**src/rtl/cu_pkg.sv**
```systemverilog
// Shared definitions for the hardwired control sequencer.
// Holds the step encoding, opcode constants, IR field positions, the
// opcode-class decoder and the packed bundle of registered control strobes.
package cu_pkg;

    localparam int NREGS = 16;
    localparam int OPW   = 5;

    localparam int IR_OP_HI = 31;
    localparam int IR_OP_LO = 27;
    localparam int IR_RA_HI = 26;
    localparam int IR_RA_LO = 23;
    localparam int IR_RB_HI = 22;
    localparam int IR_RB_LO = 19;
    localparam int IR_RC_HI = 18;
    localparam int IR_RC_LO = 15;

    typedef enum logic [3:0] {
        ST_RST,
        ST_T0,
        ST_T1,
        ST_T2,
        ST_T3,
        ST_T4,
        ST_T5,
        ST_T6,
        ST_HALT
    } state_t;

    localparam logic [OPW-1:0] OP_ADD  = 5'b00011;
    localparam logic [OPW-1:0] OP_SUB  = 5'b00100;
    localparam logic [OPW-1:0] OP_AND  = 5'b00101;
    localparam logic [OPW-1:0] OP_OR   = 5'b00110;
    localparam logic [OPW-1:0] OP_ROR  = 5'b00111;
    localparam logic [OPW-1:0] OP_ROL  = 5'b01000;
    localparam logic [OPW-1:0] OP_SHR  = 5'b01001;
    localparam logic [OPW-1:0] OP_SHRA = 5'b01010;
    localparam logic [OPW-1:0] OP_SHL  = 5'b01011;
    localparam logic [OPW-1:0] OP_DIV  = 5'b01111;
    localparam logic [OPW-1:0] OP_MUL  = 5'b10000;
    localparam logic [OPW-1:0] OP_NEG  = 5'b10001;
    localparam logic [OPW-1:0] OP_NOT  = 5'b10010;
    localparam logic [OPW-1:0] OP_NOP  = 5'b11010;
    localparam logic [OPW-1:0] OP_HALT = 5'b11011;

    // Instructions grouped by the shape of their execute sequence
    typedef enum logic [2:0] {
        CLS_THREE,
        CLS_MULDIV,
        CLS_UNARY,
        CLS_NOP,
        CLS_HALT,
        CLS_ILLEGAL
    } opclass_t;

    function automatic opclass_t classifyOp(input logic [OPW-1:0] op);
        opclass_t cls;
        case (op)
            OP_ADD, OP_SUB, OP_AND, OP_OR, OP_ROR,
            OP_ROL, OP_SHR, OP_SHRA, OP_SHL:  cls = CLS_THREE;
            OP_MUL, OP_DIV:                   cls = CLS_MULDIV;
            OP_NEG, OP_NOT:                   cls = CLS_UNARY;
            OP_NOP:                           cls = CLS_NOP;
            OP_HALT:                          cls = CLS_HALT;
            default:                          cls = CLS_ILLEGAL;
        endcase
        return cls;
    endfunction

    // Register-select requests (gra/grb/grc with rIn/rOut) are kept here
    // and expanded to one-hot vectors downstream of the register.
    typedef struct packed {
        logic           pcOut;
        logic           zHighOut;
        logic           zLowOut;
        logic           mdrOut;
        logic           hiOut;
        logic           loOut;
        logic           marIn;
        logic           pcIn;
        logic           mdrIn;
        logic           irIn;
        logic           yIn;
        logic           incPc;
        logic           read;
        logic           hiIn;
        logic           loIn;
        logic           zHighIn;
        logic           zLowIn;
        logic           cIn;
        logic           gra;
        logic           grb;
        logic           grc;
        logic           rIn;
        logic           rOut;
        logic [OPW-1:0] opcode;
        logic           run;
        logic           illegal;
    } ctrl_t;

endpackage

```
**src/rtl/select_encode.sv**
```systemverilog
// Register select encoder.
// Picks ra, rb or rc (priority gra > grb > grc) and expands it into one-hot
// register load and register drive vectors. Purely combinational.
// Ports:
//   ra_i, rb_i, rc_i       : 4-bit register fields from the latched IR
//   gra_i, grb_i, grc_i    : field select requests
//   rIn_i, rOut_i          : enable the load vector / drive vector
//   rinVec_o, routVec_o    : one-hot R0..R15 load / drive strobes, or zero
module select_encode
    import cu_pkg::*;
(
    input  logic [3:0]       ra_i,
    input  logic [3:0]       rb_i,
    input  logic [3:0]       rc_i,
    input  logic             gra_i,
    input  logic             grb_i,
    input  logic             grc_i,
    input  logic             rIn_i,
    input  logic             rOut_i,
    output logic [NREGS-1:0] rinVec_o,
    output logic [NREGS-1:0] routVec_o
);

    logic [3:0]       regSel;
    logic [NREGS-1:0] decoded;

    // With no field requested the decode stays zero so neither vector can
    // accidentally strobe R0.
    always_comb begin
        regSel  = 4'd0;
        decoded = '0;
        if (gra_i) begin
            regSel = ra_i;
        end else if (grb_i) begin
            regSel = rb_i;
        end else if (grc_i) begin
            regSel = rc_i;
        end
        if (gra_i || grb_i || grc_i) begin
            decoded[regSel] = 1'b1;
        end
        rinVec_o  = rIn_i  ? decoded : '0;
        routVec_o = rOut_i ? decoded : '0;
    end

endmodule

```
**src/rtl/control_sequencer.sv**
```systemverilog
// Hardwired control sequencer driving DataPath.
// Steps through fetch (T0-T2) and execute (T3-T6) and emits one registered
// set of strobes per step. Outputs depend only on the step register and the
// IR latched at the end of T2.
// Ports:
//   clock, clear (async, active-low)
//   ir        : IR contents fed back from DataPath
//   mem_ready : memory read data valid, ends the T1 wait
//   stop      : halt at the next instruction boundary
//   bus-out strobes, load strobes, Read, Rin_vec/Rout_vec (one-hot),
//   opcode (ALU op), run (not halted/reset), illegal (T3 pulse)
module control_sequencer
    import cu_pkg::*;
(
    input  logic             clock,
    input  logic             clear,
    input  logic [31:0]      ir,
    input  logic             mem_ready,
    input  logic             stop,
    output logic             PCout,
    output logic             Zhighout,
    output logic             Zlowout,
    output logic             MDRout,
    output logic             HIout,
    output logic             LOout,
    output logic             MARin,
    output logic             PCin,
    output logic             MDRin,
    output logic             IRin,
    output logic             Yin,
    output logic             IncPC,
    output logic             Read,
    output logic             HIin,
    output logic             LOin,
    output logic             ZHighIn,
    output logic             ZLowIn,
    output logic             Cin,
    output logic [NREGS-1:0] Rin_vec,
    output logic [NREGS-1:0] Rout_vec,
    output logic [OPW-1:0]   opcode,
    output logic             run,
    output logic             illegal
);

    state_t      state_q, state_d;
    logic [31:0] ir_q, ir_d;
    ctrl_t       ctrl_q, ctrl_d;
    opclass_t    curClass, nextClass;
    logic        unusedIrBits;

    assign unusedIrBits = ^ir_q[IR_RC_LO-1:0];

    // Step sequencing. The IR is captured on the T2 exit so every execute
    // step decodes from a stable copy. The last execute step of each class
    // is where stop diverts to HALT.
    always_comb begin
        state_d  = state_q;
        ir_d     = ir_q;
        curClass = classifyOp(ir_q[IR_OP_HI:IR_OP_LO]);
        unique case (state_q)
            ST_RST:  state_d = ST_T0;
            ST_T0:   state_d = ST_T1;
            ST_T1:   if (mem_ready) state_d = ST_T2;
            ST_T2: begin
                state_d = ST_T3;
                ir_d    = ir;
            end
            ST_T3: begin
                if (curClass == CLS_HALT) begin
                    state_d = ST_HALT;
                end else if (curClass == CLS_NOP || curClass == CLS_ILLEGAL) begin
                    state_d = stop ? ST_HALT : ST_T0;
                end else begin
                    state_d = ST_T4;
                end
            end
            ST_T4: begin
                if (curClass == CLS_UNARY) begin
                    state_d = stop ? ST_HALT : ST_T0;
                end else begin
                    state_d = ST_T5;
                end
            end
            ST_T5: begin
                if (curClass == CLS_MULDIV) begin
                    state_d = ST_T6;
                end else begin
                    state_d = stop ? ST_HALT : ST_T0;
                end
            end
            ST_T6:   state_d = stop ? ST_HALT : ST_T0;
            ST_HALT: state_d = ST_HALT;
            default: state_d = ST_RST;
        endcase
    end

    // Strobes for the step being entered, so the registered outputs line up
    // exactly with the state register.
    always_comb begin
        ctrl_d     = '0;
        nextClass  = classifyOp(ir_d[IR_OP_HI:IR_OP_LO]);
        ctrl_d.run = (state_d != ST_RST) && (state_d != ST_HALT);
        case (state_d)
            ST_T0: begin
                ctrl_d.pcOut  = 1'b1;
                ctrl_d.marIn  = 1'b1;
                ctrl_d.incPc  = 1'b1;
                ctrl_d.zLowIn = 1'b1;
            end
            ST_T1: begin
                ctrl_d.zLowOut = 1'b1;
                ctrl_d.pcIn    = 1'b1;
                ctrl_d.read    = 1'b1;
                ctrl_d.mdrIn   = 1'b1;
            end
            ST_T2: begin
                ctrl_d.mdrOut = 1'b1;
                ctrl_d.irIn   = 1'b1;
            end
            ST_T3: begin
                if (nextClass == CLS_THREE || nextClass == CLS_MULDIV) begin
                    ctrl_d.grc  = 1'b1;
                    ctrl_d.rOut = 1'b1;
                    ctrl_d.yIn  = 1'b1;
                end else if (nextClass == CLS_UNARY) begin
                    ctrl_d.grb    = 1'b1;
                    ctrl_d.rOut   = 1'b1;
                    ctrl_d.opcode = ir_d[IR_OP_HI:IR_OP_LO];
                    ctrl_d.zLowIn = 1'b1;
                end else if (nextClass == CLS_ILLEGAL) begin
                    ctrl_d.illegal = 1'b1;
                end
            end
            ST_T4: begin
                if (nextClass == CLS_UNARY) begin
                    ctrl_d.zLowOut = 1'b1;
                    ctrl_d.gra     = 1'b1;
                    ctrl_d.rIn     = 1'b1;
                end else begin
                    ctrl_d.grb     = 1'b1;
                    ctrl_d.rOut    = 1'b1;
                    ctrl_d.opcode  = ir_d[IR_OP_HI:IR_OP_LO];
                    ctrl_d.zLowIn  = 1'b1;
                    ctrl_d.zHighIn = 1'b1;
                end
            end
            ST_T5: begin
                ctrl_d.zLowOut = 1'b1;
                if (nextClass == CLS_MULDIV) begin
                    ctrl_d.loIn = 1'b1;
                end else begin
                    ctrl_d.gra = 1'b1;
                    ctrl_d.rIn = 1'b1;
                end
            end
            ST_T6: begin
                ctrl_d.zHighOut = 1'b1;
                ctrl_d.hiIn     = 1'b1;
            end
            default: ;
        endcase
    end

    // State, IR copy and output register; clear drops every strobe at once.
    always_ff @(posedge clock or negedge clear) begin
        if (!clear) begin
            state_q <= ST_RST;
            ir_q    <= '0;
            ctrl_q  <= '0;
        end else begin
            state_q <= state_d;
            ir_q    <= ir_d;
            ctrl_q  <= ctrl_d;
        end
    end

    select_encode u_selectEncode (
        .ra_i      (ir_q[IR_RA_HI:IR_RA_LO]),
        .rb_i      (ir_q[IR_RB_HI:IR_RB_LO]),
        .rc_i      (ir_q[IR_RC_HI:IR_RC_LO]),
        .gra_i     (ctrl_q.gra),
        .grb_i     (ctrl_q.grb),
        .grc_i     (ctrl_q.grc),
        .rIn_i     (ctrl_q.rIn),
        .rOut_i    (ctrl_q.rOut),
        .rinVec_o  (Rin_vec),
        .routVec_o (Rout_vec)
    );

    assign PCout    = ctrl_q.pcOut;
    assign Zhighout = ctrl_q.zHighOut;
    assign Zlowout  = ctrl_q.zLowOut;
    assign MDRout   = ctrl_q.mdrOut;
    assign HIout    = ctrl_q.hiOut;
    assign LOout    = ctrl_q.loOut;
    assign MARin    = ctrl_q.marIn;
    assign PCin     = ctrl_q.pcIn;
    assign MDRin    = ctrl_q.mdrIn;
    assign IRin     = ctrl_q.irIn;
    assign Yin      = ctrl_q.yIn;
    assign IncPC    = ctrl_q.incPc;
    assign Read     = ctrl_q.read;
    assign HIin     = ctrl_q.hiIn;
    assign LOin     = ctrl_q.loIn;
    assign ZHighIn  = ctrl_q.zHighIn;
    assign ZLowIn   = ctrl_q.zLowIn;
    assign Cin      = ctrl_q.cIn;
    assign opcode   = ctrl_q.opcode;
    assign run      = ctrl_q.run;
    assign illegal  = ctrl_q.illegal;

endmodule
```
**config.mk**
```make
export PLATFORM = sky130hd
export DESIGN_NAME = control_sequencer
export DESIGN_NICKNAME = d
export VERILOG_FILES = /design/src/rtl/cu_pkg.sv /design/src/rtl/select_encode.sv /design/src/rtl/control_sequencer.sv
export SDC_FILE = /design/constraint.sdc
export NUM_CORES = 1
export LEC_CHECK = 0
export BUFFER_PORTS_ARGS = -buffer_cell sky130_fd_sc_hd__buf_4
export CORE_MARGIN = 2
export CORE_UTILIZATION = 50
export CTS_BUF_LIST = sky130_fd_sc_hd__clkbuf_4
export DETAILED_ROUTE_END_ITERATION = 6
export GPL_TIMING_DRIVEN = 0
export HOLD_SLACK_MARGIN = 0.02
export PLACE_DENSITY = 0.82
export SLEW_MARGIN = 10
export SYNTH_ARGS = -nofsm -noshare
export SYNTH_HDL_FRONTEND = slang
export SYNTH_SLANG_ARGS = --single-unit
```
**constraint.sdc**
```tcl
create_clock -name clock -period 3.6 [get_ports clock]
set_input_delay 0.54 -clock clock [delete_from_list [all_inputs] [get_ports clock]]
set_output_delay 0.54 -clock clock [all_outputs]
set_load 0.1 [all_outputs]
```
# Yosys cells after proc, flatten, opt, wreduce, memory -nomap -nowiden

Memories as Yosys holds them, arrays and structs flattened.
Index checks and enable logic that the tools add are counted.
W data, S select, Z words.

Output and inout bits: 57
Memory bits (read-only): 192
Register bits: 57
Input port bits: 36
Logic and storage cells: 102
Memories: 2

Memory list:

| memory          | words | bits a word | rd ports | clocked after Yosys merged registers in | wr ports | RTL line     | source |
|---|---|---|---|---|---|---|---|
| (no name shown) | 32    | 3           | 1        | 0                                       | 0        | cu_pkg.sv:58 | `case (op)` |
| (no name shown) | 32    | 3           | 1        | 0                                       | 0        | cu_pkg.sv:58 |  |

Mux-type cells: 44
Reductions and logical operators: 10
Order comparisons: 2
Equal/unequal tests: 24

Operators by type and width:

| cell                 | count |
|---|---|
| $mux W16             | 3 |
| $mux W4              | 9 |
| $pmux W4 S9          | 1 |
| $eq A4 B3 Y1 const B | 8 |
| $mux W32             | 1 |
| $mux W1              | 19 |
| $eq A4 B2 Y1 const B | 4 |
| $mux W6              | 2 |
| $pmux W6 S2          | 1 |
| $eq A3 B2 Y1 const B | 3 |
| $eq A3 B3 Y1 const B | 3 |
| $eq A4 B1 Y1 const B | 2 |
| $eq A3 B1 Y1 const B | 2 |
| $pmux W1 S2          | 3 |
| $lt A4 B5 Y1 const B | 1 |
| $mux W5              | 1 |
| $demux W1 S4         | 1 |
| $eq A4 B4 Y1 const B | 1 |
| $ge A4 B1 Y1 const B | 1 |
| $logic_not A4 Y1     | 1 |
| $logic_or A1 B1 Y1   | 4 |
| $mux W2              | 2 |
| $ne A4 B4 Y1 const B | 1 |
| $reduce_bool A4 Y1   | 1 |
| other kinds (4)      | 5 |

# Depth between registers and ports, before layout

Word-level depth: 9
Depth in mapped cells: 14
Mapped depth without buffers: 10

# By module

From an unflattened synthesis, not the netlist that was laid out.

Cells, all modules: 311
Area total of the unflattened synthesis: 2715.1 sq um

Modules (own cells, without submodules):

| module            | instances | cells each | seq. area each (sq um) | area an instance (sq um) |
|---|---|---|---|---|
| control_sequencer | 1         | 232        | 1001.0                 | 2267.2 |
| select_encode     | 1         | 79         | 0.0                    | 447.9 |

# Worst setup path before layout

Ideal clock, no wire load.

Path kind: register -> output
From: register ctrl_q[9] in the netlist's numbering
To: output Rout_vec[0]
Cell stages (with the launch flop): 6
Slack: 0.023 ns
Required time: 3.060 ns
Arrival: 3.037 ns
Buffers on the path: 0
Cell sequence: dfrtp_1 -> nor2b_1 -> a221o_1 -> o21ai_0 -> o311ai_0 -> nor2_1

Cells in the longest elaborated chain, start to end: 9
Elaborated cells between the ends (all ways): 11
Those cells by class: 2 x order compare; 7 x mux; 2 x reduce/logical

Ends and longest elaborated chain:

| what                                                               | RTL line                 | source |
|---|---|---|
| from (decl)                                                        | control_sequencer.sv:47  | `ctrl_t ctrl_q, ctrl_d;` |
| from (signal assigned)                                             | control_sequencer.sv:173 | `ctrl_q <= ctrl_d;` |
| $mux W4                                                            | select_encode.sv:36      | `end else if (grc_i) begin` |
| $mux W4                                                            | select_encode.sv:34      | `end else if (grb_i) begin` |
| $mux W4                                                            | select_encode.sv:32      | `if (gra_i) begin` |
| $lt A4 B5 Y1 (not written as such) or $ge A4 B1 Y1 (tied branches) | select_encode.sv:40      | `decoded[regSel] = 1'b1;` |
| $logic_and A1 B1 Y1 (not written as such)                          | select_encode.sv:40      |  |
| $mux W1 (not written as such)                                      | select_encode.sv:40      |  |
| $demux W1 S4                                                       | -                        |  |
| $mux W16 (*)                                                       | select_encode.sv:39      | `if (gra_i \|\| grb_i \|\| grc_i) begin` |
| $mux W16 (*)                                                       | select_encode.sv:43      | `routVec_o = rOut_i ? decoded : '0;` |
| to (decl)                                                          | control_sequencer.sv:39  | `output logic [NREGS-1:0] Rout_vec,` |

Mark *: on every way between the ends. The rest lies on a longest branch, timed or not.

==> impl_metrics.json <==
{
  "finalHoldViolations": 0,
  "ys_types": 48,
  "via_per_inst": 5.57,
  "wire_per_inst_microns": 14.4,
  "p_leak_nw": 1.54,
  "met2_usage": 0.395,
  "grt_pass1_vias": 2030,
  "yosys_warnings": 0,
  "yosys-top-cells-area": "dfrtp_1 43%, nand2_1 8.3%, nor2_1 6.5%",
  "num_antenna_cells": 0,
  "r2r_slack_ns": 0.31,
  "cts_tree": "yes",
  "cts.path.max_buffers": 2,
  "path_class": "reg -> reg",
  "cts_root_buf": "clkbuf_4",
  "hold_ws_ns": 0.145,
  "fmax_ghz": 0.304,
  "synth_area_per_cell_sq_um": 8.43,
  "numCtsBuffers": 5,
  "synth_top_area_share": 0.426,
  "period_minus_slack_ns": 3.29,
  "row_count": 24,
  "worstSkewPairLatency_ns": 0.34,
  "async_flop_share": 1.00,
  "areaGrowthSynthToFinish_pct": 28.5,
  "antenna_found_initial": 0,
  "htreeDepth": 2,
  "overflow": 0,
  "critPathLaunch": "state_q[3]",
  "post-route-drc-count": 0,
  "skew_ns": 0.00812,
  "endpoint_kind": "register",
  "ys_seq_elements": 40,
  "finalSetupViolations": 0,
  "peakVddDrop_mv": 0.512,
  "drive_gt1_frac": 0.281,
  "met1_usage": 0.300,
  "ios": 93,
  "coreArea_sq_mm": 0.00444,
  "synth_edf_count": 0,
  "worst_pin_slew_ns": 0.613,
  "clock-sinks": 40,
  "grt_max_degree": 41,
  "synthCells": 279,
  "syn_area_sq_mm": 0.00235,
  "drt_iter0_markers": 144,
  "grt-busiest-layer": "met2",
  "die-height_microns": 72.6,
  "drv_cap": 0,
  "grt.met3_usage": 0.0539,
  "reg2reg_to": "opcode[1]",
  "final.setup.tns_ns": 0,
  "ant_nets": 0,
  "worstPathArrival_ns": 3.56,
  "grt_pass1_wl_microns": 9620,
  "vias": 2296,
  "final_common_cell": "buf_4",
  "ys_seq_area_frac": 0.426,
  "clk_pin_slew_ns": 0.11,
  "dr.pass1.iters": 4,
  "port_buffers": 72,
  "die-area_sq_mm": 0.00527,
  "outcome": "completed",
  "synth_top_cell_by_area": "dfrtp_1",
  "cts_setup_buffers": 0,
  "power_density_mw_per_mm2": 828,
  "grt_setup_unrepaired": "no",
  "final_nets": 400,
  "post-route-period-util": 0.913,
  "r2r_cells": 13,
  "crit_required_ns": 3.87,
  "start_util": 0.529,
  "die_x_microns": 72.6,
  "slew_viol_final": 0,
  "hold_path.class": "in -> async",
  "crit_fanout": 10,
  "hpwl_microns": 4550,
  "gp_congestion": 0.930,
  "relSlewSlack": 0.586,
  "synth_ff_type": "dfrtp_1",
  "finalWirelength_microns": 5950,
  "globalRouteTotalUtil": 0.233,
  "cp-start-kind": "register",
  "final_cell_mix": "81 x buf_4, 52 x nand2_1, 41 x nor2_1",
  "reg2reg_from": "state_q[3]"
}
worst max-delay path, cell delays in order (launching register included):
cell and delay (ns):
dfrtp_1 0.49, nor4bb_4 0.32, buf_6 0.17, clkbuf_2 0.26
nor2_1 0.08, a21oi_2 0.16, inv_1 0.08, ha_1 0.19
clkbuf_1 0.23, nor3_1 0.22, mux2i_1 0.11, a311oi_2 0.38
mux2_4 0.39, a21oi_1 0.12
logic make-up after synthesis:
logic type / count (synthesis) / share of synthesized area
buffers and inverters: 35 / 0.0750
adders and majority gates: 4 / 0.0213
AOI/OAI and AO/OA: 46 / 0.142
DFF: 40 / 0.426
and+or+nand+nor: 146 / 0.301
muxes: 7 / 0.0341
other: 1 / 0.00160
cell usage after synthesis (3+ instances only):
cell	count
nor3_1	7
clkbuf_1	9
buf_2	3
o21a_1	3
nand4_1	5
dfrtp_1	40
nand2b_1	7
inv_1	13
nor2_1	41
a21oi_1	11
o21ai_0	7
nand2_1	52
nor2b_1	10
ha_1	4
buf_4	9
nand3b_1	4
o31ai_1	4
nand3_1	7
mux2i_1	5
power breakdown:
group	total (mW)	switching, mW	leakage [nW]	internal (mW)
registers	0.744	0.134	0.517	0.610
clock network	0.221	0.141	0.0315	0.0797
logic	1.53	1.06	0.989	0.476
total	2.50	1.33	1.54	1.17
worst max path at each step:
stage,end,slack (ns)
after floorplan,Rout_vec[0],0.02
after global routing,ctrl_q[7],0.09
after detailed placement,opcode[1],0.12
after global placement,opcode[1],0.12
final,opcode[1],0.31
after CTS,opcode[1],0.05
per-layer routing:
| metal | routed length (microns) | part of all wire | up-vias |
|---|---|---|---|
| li1 | - | - | 1108 |
| met1 | 2520 | 0.42 | 1098 |
| met2 | 2900 | 0.49 | 80 |
| met3 | 427 | 0.072 | 10 |
| met4 | 97 | 0.016 | 0 |
| met5 | 0 | 0 | - |
layout make-up:
cell class	count	area, sq um
fillers	374	1420
multi-input cells	206	1180
flip-flops and latches	40	1000
repair buffers	72	541
plain buffers	22	130
well taps	52	65.1
inverters	13	48.8
clock buffers	6	45.0
clock inverters	1	5.00
metrics by stage:
stage          instances  power, mW   util  area (sq um)  setup slack (ns)
2_1_floorplan        281       1.93      -          2360            0.0226
3_3_place_gp         405       2.24  0.667          2960             0.119
3_5_place_dp         405       2.27  0.667          2960             0.116
4_1_cts              412       2.49  0.678          3010            0.0528
5_1_grt              412       2.68  0.680          3020            0.0869
6_report             412       2.50  0.680          3020             0.312
state kept, by name, summed over array words and instances, names as in the netlist, 4 cells and up:
name     flops
ctrl_q       4
ir_q        17
opcode       5
state_q      4
repair_timing:
| action | 4_1_cts | 5_1_grt |
|---|---|---|
| resized for setup | 0 | 5 |
| hold buffers | 0 | 0 |
| endpoints found under the setup margin | 0 | 7 |
Power figures use the tool's default switching activity.
